### config.mk
export PLATFORM = sky130hd
export DESIGN_NAME = f8_regbank
export DESIGN_NICKNAME = d
export VERILOG_FILES = /design/src/rtl/f8_regbank.sv
export SDC_FILE = /design/constraint.sdc
export NUM_CORES = 1
export LEC_CHECK = 0
export CORE_ASPECT_RATIO = 1.5
export CORE_UTILIZATION = 51
export CTS_CLUSTER_SIZE = 25
export DETAILED_ROUTE_END_ITERATION = 10
export HOLD_SLACK_MARGIN = 0.12
export MAX_ROUTING_LAYER = met4
export PLACE_DENSITY = 0.82
export SLEW_MARGIN = 20
export SYNTH_ARGS = -nofsm -noshare
export SYNTH_HDL_FRONTEND = slang
export SYNTH_SLANG_ARGS = --single-unit
### constraint.sdc
create_clock -name clk -period 4.77 [get_ports clk]
set_clock_uncertainty 0.1 [all_clocks]
set_input_delay 1.431 -clock clk [delete_from_list [all_inputs] [get_ports clk]]
set_output_delay 1.431 -clock clk [all_outputs]
set_load 0.01 [all_outputs]
### src/rtl/f8_regbank.sv
// Banked register file with byte-lane writes, write-through next view, bank switching
// and a spill/fill sequencer that copies one bank to or from data memory.
module f8_regbank #(
    parameter int WIDTH  = 16,
    parameter int NREGS  = 3,
    parameter int NBANKS = 2,
    parameter int AW     = 16,
    localparam int RW = (NREGS > 1) ? $clog2(NREGS) : 1,
    localparam int BW = (NBANKS > 1) ? $clog2(NBANKS) : 1,
    localparam int NB = WIDTH / 8
) (
    input  logic                   clk,
    input  logic                   reset,
    output logic [NREGS*WIDTH-1:0] regs_out,
    output logic [NREGS*WIDTH-1:0] next_out,
    input  logic [RW-1:0]          wr_addr,
    input  logic [WIDTH-1:0]       wr_data,
    input  logic [NB-1:0]          wr_en,
    input  logic                   bank_req,
    input  logic [BW-1:0]          bank_sel,
    output logic                   bank_ack,
    output logic [BW-1:0]          active_bank,
    input  logic                   cmd_valid,
    output logic                   cmd_ready,
    input  logic                   cmd_fill,
    input  logic [BW-1:0]          cmd_bank,
    input  logic [AW-1:0]          cmd_base,
    output logic [AW-1:0]          mem_addr,
    output logic [WIDTH-1:0]       mem_wdata,
    output logic [NB-1:0]          mem_wen,
    input  logic [WIDTH-1:0]       mem_rdata,
    output logic                   busy,
    output logic                   done
);

    localparam int KW = $clog2(NREGS + 1);

    typedef enum logic [1:0] {S_IDLE, S_SPILL, S_FILL, S_DONE} state_t;

    state_t           state, state_nxt;
    logic [KW-1:0]    k, k_nxt, km1;
    logic [BW-1:0]    bank_q;
    logic [AW-1:0]    base_q;
    logic             bank_ok_q;
    logic             accept;
    logic             fill_cap;
    logic             wr_ok;
    logic [WIDTH-1:0] regs     [NBANKS][NREGS];
    logic [WIDTH-1:0] regs_nxt [NBANKS][NREGS];

    // Handshakes: a command transfers on cmd_valid && cmd_ready; a bank switch on bank_ack.
    assign busy      = (state != S_IDLE) && !reset;
    assign cmd_ready = (state == S_IDLE) && !reset;
    assign accept    = cmd_valid && cmd_ready;
    assign bank_ack  = bank_req && (state == S_IDLE) && !reset && (int'(bank_sel) < NBANKS);
    assign wr_ok     = int'(wr_addr) < NREGS;
    assign km1       = k - 1'b1;

    always_comb begin
        state_nxt = state;
        k_nxt     = k;
        fill_cap  = 1'b0;
        done      = 1'b0;
        mem_wen   = '0;
        mem_wdata = '0;
        mem_addr  = base_q + AW'(k) * AW'(NB);
        case (state)
            S_IDLE: begin
                if (accept) begin
                    state_nxt = cmd_fill ? S_FILL : S_SPILL;
                    k_nxt     = '0;
                end
            end
            S_SPILL: begin
                mem_wen   = '1;
                mem_wdata = bank_ok_q ? regs[bank_q][k[RW-1:0]] : '0;
                k_nxt     = k + 1'b1;
                if (k == KW'(NREGS - 1)) state_nxt = S_DONE;
            end
            S_FILL: begin
                // Read data lags the address by one cycle, so capture trails by one index.
                fill_cap = (k != '0);
                k_nxt    = k + 1'b1;
                if (k == KW'(NREGS)) state_nxt = S_DONE;
            end
            S_DONE: begin
                done      = 1'b1;
                state_nxt = S_IDLE;
            end
            default: state_nxt = S_IDLE;
        endcase
        if (reset) begin
            mem_wen = '0;
            done    = 1'b0;
        end
    end

    // Fill data first, then core lanes on top so the core wins on its enabled bytes.
    always_comb begin
        regs_nxt = regs;
        if (fill_cap && bank_ok_q) regs_nxt[bank_q][km1[RW-1:0]] = mem_rdata;
        if (wr_ok) begin
            for (int i = 0; i < NB; i++) begin
                if (wr_en[i]) regs_nxt[active_bank][wr_addr][i*8 +: 8] = wr_data[i*8 +: 8];
            end
        end
    end

    always_ff @(posedge clk) begin
        if (reset) begin
            state       <= S_IDLE;
            k           <= '0;
            active_bank <= '0;
            bank_q      <= '0;
            base_q      <= '0;
            bank_ok_q   <= 1'b0;
            for (int b = 0; b < NBANKS; b++) begin
                for (int r = 0; r < NREGS; r++) regs[b][r] <= '0;
            end
        end else begin
            state <= state_nxt;
            k     <= k_nxt;
            regs  <= regs_nxt;
            if (bank_ack) active_bank <= bank_sel;
            if (accept) begin
                bank_q    <= cmd_bank;
                base_q    <= cmd_base;
                bank_ok_q <= int'(cmd_bank) < NBANKS;
            end
        end
    end

    for (genvar r = 0; r < NREGS; r++) begin : g_out
        assign regs_out[r*WIDTH +: WIDTH] = regs[active_bank][r];
        assign next_out[r*WIDTH +: WIDTH] = regs_nxt[active_bank][r];
    end

endmodule

==> flow_metrics.py <==
metrics = {
    "place": {
        "io_buffers": 193,
        "gp_congestion": 0.9274,
        "post-place-ws_ns": -0.5389,
        "hpwl_um": 19410,
    },
    "clocking": {
        "hold_buffers": 0,
        "clk_latency_ns": 0.42,
        "numCtsBuffers": 17,
        "clkSinkCount": 119,
        "cts_tree": "built",
        "root_buffer": "clkbuf_16",
        "h-tree-depth": 4,
        "cts.path.max_buffers": 2,
        "clkTransAtPathRegs_ns": 0.05,
    },
    "global_routing": {
        "grt_max_degree": 130,
        "antenna_found_initial": 2,
        "grt_first_pass_wirelength_um": 45420,
        "grt_use_total_pct": 36.61,
        "grt_pass1_vias": 8997,
        "grt_overflow": 0,
    },
    "synthesis": {
        "synth_fa_ha_area_share_pct": 2.305,
        "synth_top_cell_by_area": "dfxtp_1",
        "netlist_area_um2": 7924,
        "ys_seq_elements": 119,
        "synthDistinctLibCells": 47,
        "syn-num-nets": 1082,
        "async_reset_ff_share_pct": 0,
        "ys_seq_area_share_pct": 30.06,
        "synth_commonest_cells": "143 x o21ai_0, 122 x nor2_1, 119 x dfxtp_1, 96 x nor3_1, 95 x a21oi_1",
        "synth_enable_flop_cells": 0,
        "synth_simple_gate_area_share_pct": 21.70,
        "synth_top_family_by_area": "compound AO/OA/AOI/OAI gates",
        "synthFlopType": "dfxtp_1",
        "yosys-top-cells-area": "dfxtp_1 30%, mux2_2 9.1%, o21ai_0 9.0%, nor3_1 6.1%, a21oi_1 6.0%",
        "avgSynthCellArea_um2": 7.853,
        "synthDominantCellAreaShare_pct": 30.06,
        "synth-compound-area-share_pct": 23.53,
        "synthXorXnorAreaFrac_pct": 1.437,
        "synth_most_common_cell": "o21ai_0",
        "synthMuxAreaShare_pct": 13.90,
        "syn_inst": 1009,
        "yosysWarnings": 0,
    },
    "routing": {
        "totalWireLength_um": 29500,
        "wl_per_cell_um": 20.26,
        "drcViolationCount": 0,
        "first_pass_iters": 7,
        "drt-vias-per-instance": 6.507,
        "vias": 9474,
        "drt_iter0_drc": 1273,
        "ant_nets": 0,
    },
    "power": {
        "ir_worst_vdd_v": 0.0003152,
        "total_power_mw": 3.842,
        "p_leak_nw": 4.275,
        "power.density_nw_per_um2": 340.5,
    },
    "die": {
        "design.die.area_um2": 16050,
        "die_y_um": 154.7,
        "die_x_um": 103.8,
        "start_util_pct": 52.34,
        "core_area_um2": 15140,
        "row_count": 55,
        "num_io_pins": 194,
    },
    "cells_and_area": {
        "area_delta_synth_final_pct": 42.40,
        "final_nets": 1315,
        "finish.utilization_pct": 74.53,
        "drive_above_1_share_pct": 22.47,
    },
    "worst_setup_path": {
        "worstSetupPathType": "in2out",
        "cp_top_family": "buffers and inverters",
        "required_ns": 3.24,
        "crit_path_max_fanout": 10,
        "critPathMaxStageDelay_ns": 0.32,
        "endpoint_kind": "primary output",
        "timing.critical_path.buf_inv": 4,
        "worstPathArrival_ns": 3.20,
        "crit_slowest_cell": "dlygate4sd2_1",
        "startpoint_type": "input pin",
        "reg2reg_slack_ns": 2.09,
        "path_cells": "dlygate4sd2_1 > buf_4 > nand4b_1 > buf_4 > o21ai_0 > a21oi_1 > o32ai_2 > dlygate4sd2_1",
    },
    "timing": {
        "hold_viol": 0,
        "slew_violations": 0,
        "slew-limit-headroom_pct": 46.17,
        "period_needed_ns": 4.729,
        "setup_viol": 0,
        "fmax_mhz": 211.5,
        "fin_setup_tns_ns": 0,
        "tightest_slew_ns": 0.8056,
        "post-route-period-util_pct": 99.13,
        "worst_slack_ns": 0.04132,
    },
    "run": {
        "cap_viol_max_count": 0,
    },
    "outcome": {
        "status": "finished, final reports clean",
    },
    "min_path": {
        "hold_class": "reg2reg",
    },
}
## layer usage
layer  share of wire [%]  GRT usage, %  up-vias
li1                    -             -     4192
met1                  37         43.04     4352
met2                  47         56.66      762
met3                  12         9.777      168
met4                 4.9         20.61        0
met5                   0             -        -
## cell type report
| class | count | area (um^2) |
|---|---|---|
| Multi-Input combinational cell | 773 | 5121 |
| Tap cell | 199 | 249.0 |
| Inverter | 12 | 46.29 |
| Sequential cell | 119 | 2389 |
| Clock buffer | 21 | 471.7 |
| Antenna cell | 2 | 5.005 |
| Timing Repair Buffer | 319 | 2879 |
| Fill cell | 1117 | 3856 |
| Clock inverter | 11 | 122.6 |
## path summary, 6_finish.rpt
path,depth (start not counted),to,from
max,8,next_out[16],wr_addr[0]
min,2,base_q[0],base_q[0]
max reg2reg,9,regs[36],k[1]
min reg2reg,2,base_q[0],base_q[0]
## what timing repair did
action	CTS	global route
pin swaps	3	2
gates cloned	0	1
gates resized for setup	97	20
endpoints found under the hold margin	0	0
setup buffers	3	2
endpoints found under the setup margin	50	26
## kinds of logic (layout without fill, tap and decap cells)
kind of cell	Yosys count	count (layout)
buffers and inverters	117	363
multiplexers	82	82
XOR/XNOR	13	13
AND/OR/NAND/NOR	348	348
other	0	2
flip-flops	119	119
AO/OA/AOI/OAI	316	316
adder cells (fa/ha/maj)	14	14
## worst register-to-register path, delay by kind of cell (launching register included)
family / cells / cell delay (ns)
compound gates: 1 / 0.30
flops: 1 / 0.36
simple gates: 3 / 0.64
fa+ha+maj: 1 / 0.22
buf+inv: 4 / 0.91
## placed cells by master, fill, tap and decap left out, types with 6 or more instances in the layout
master           instances
dlygate4sd2_1           37
xnor2_1                 10
nand4bb_1                6
inv_1                   11
dfxtp_1                116
nand3_1                 24
mux2_2                  64
a21oi_1                 95
buf_4                  117
o32ai_1                 30
nor2_1                 122
buf_2                    9
mux4_2                  16
clkbuf_16               19
ha_1                    13
o32ai_2                 18
nand3b_1                34
nor3_1                  96
o21ai_0                143
clkinvlp_4               7
a22oi_1                 16
nand2_1                 43
clkdlybuf4s50_1        139
## registers in the layout (all words and copies together) (netlist names)
register     flops
bank_q           1
base_q          16
state            2
active_bank      1
regs            96
k                2
bank_ok_q        1
## per-stage QoR
step,area (um^2),cells,hold WS (ns)
global route,11280,1456,0.3989
floorplan,7924,1009,0.3499
detailed placement,10560,1416,0.3646
CTS,11200,1451,0.3733
global placement,10560,1416,0.3674
finish,11280,1456,0.3761
## power breakdown
part | leakage, nW | switching, mW | internal, mW
sequential | 0.971 | 0.0999 | 1.08
combinational | 3.04 | 0.726 | 0.642
clock | 0.268 | 0.484 | 0.810
(Power assumes the default switching activity.)
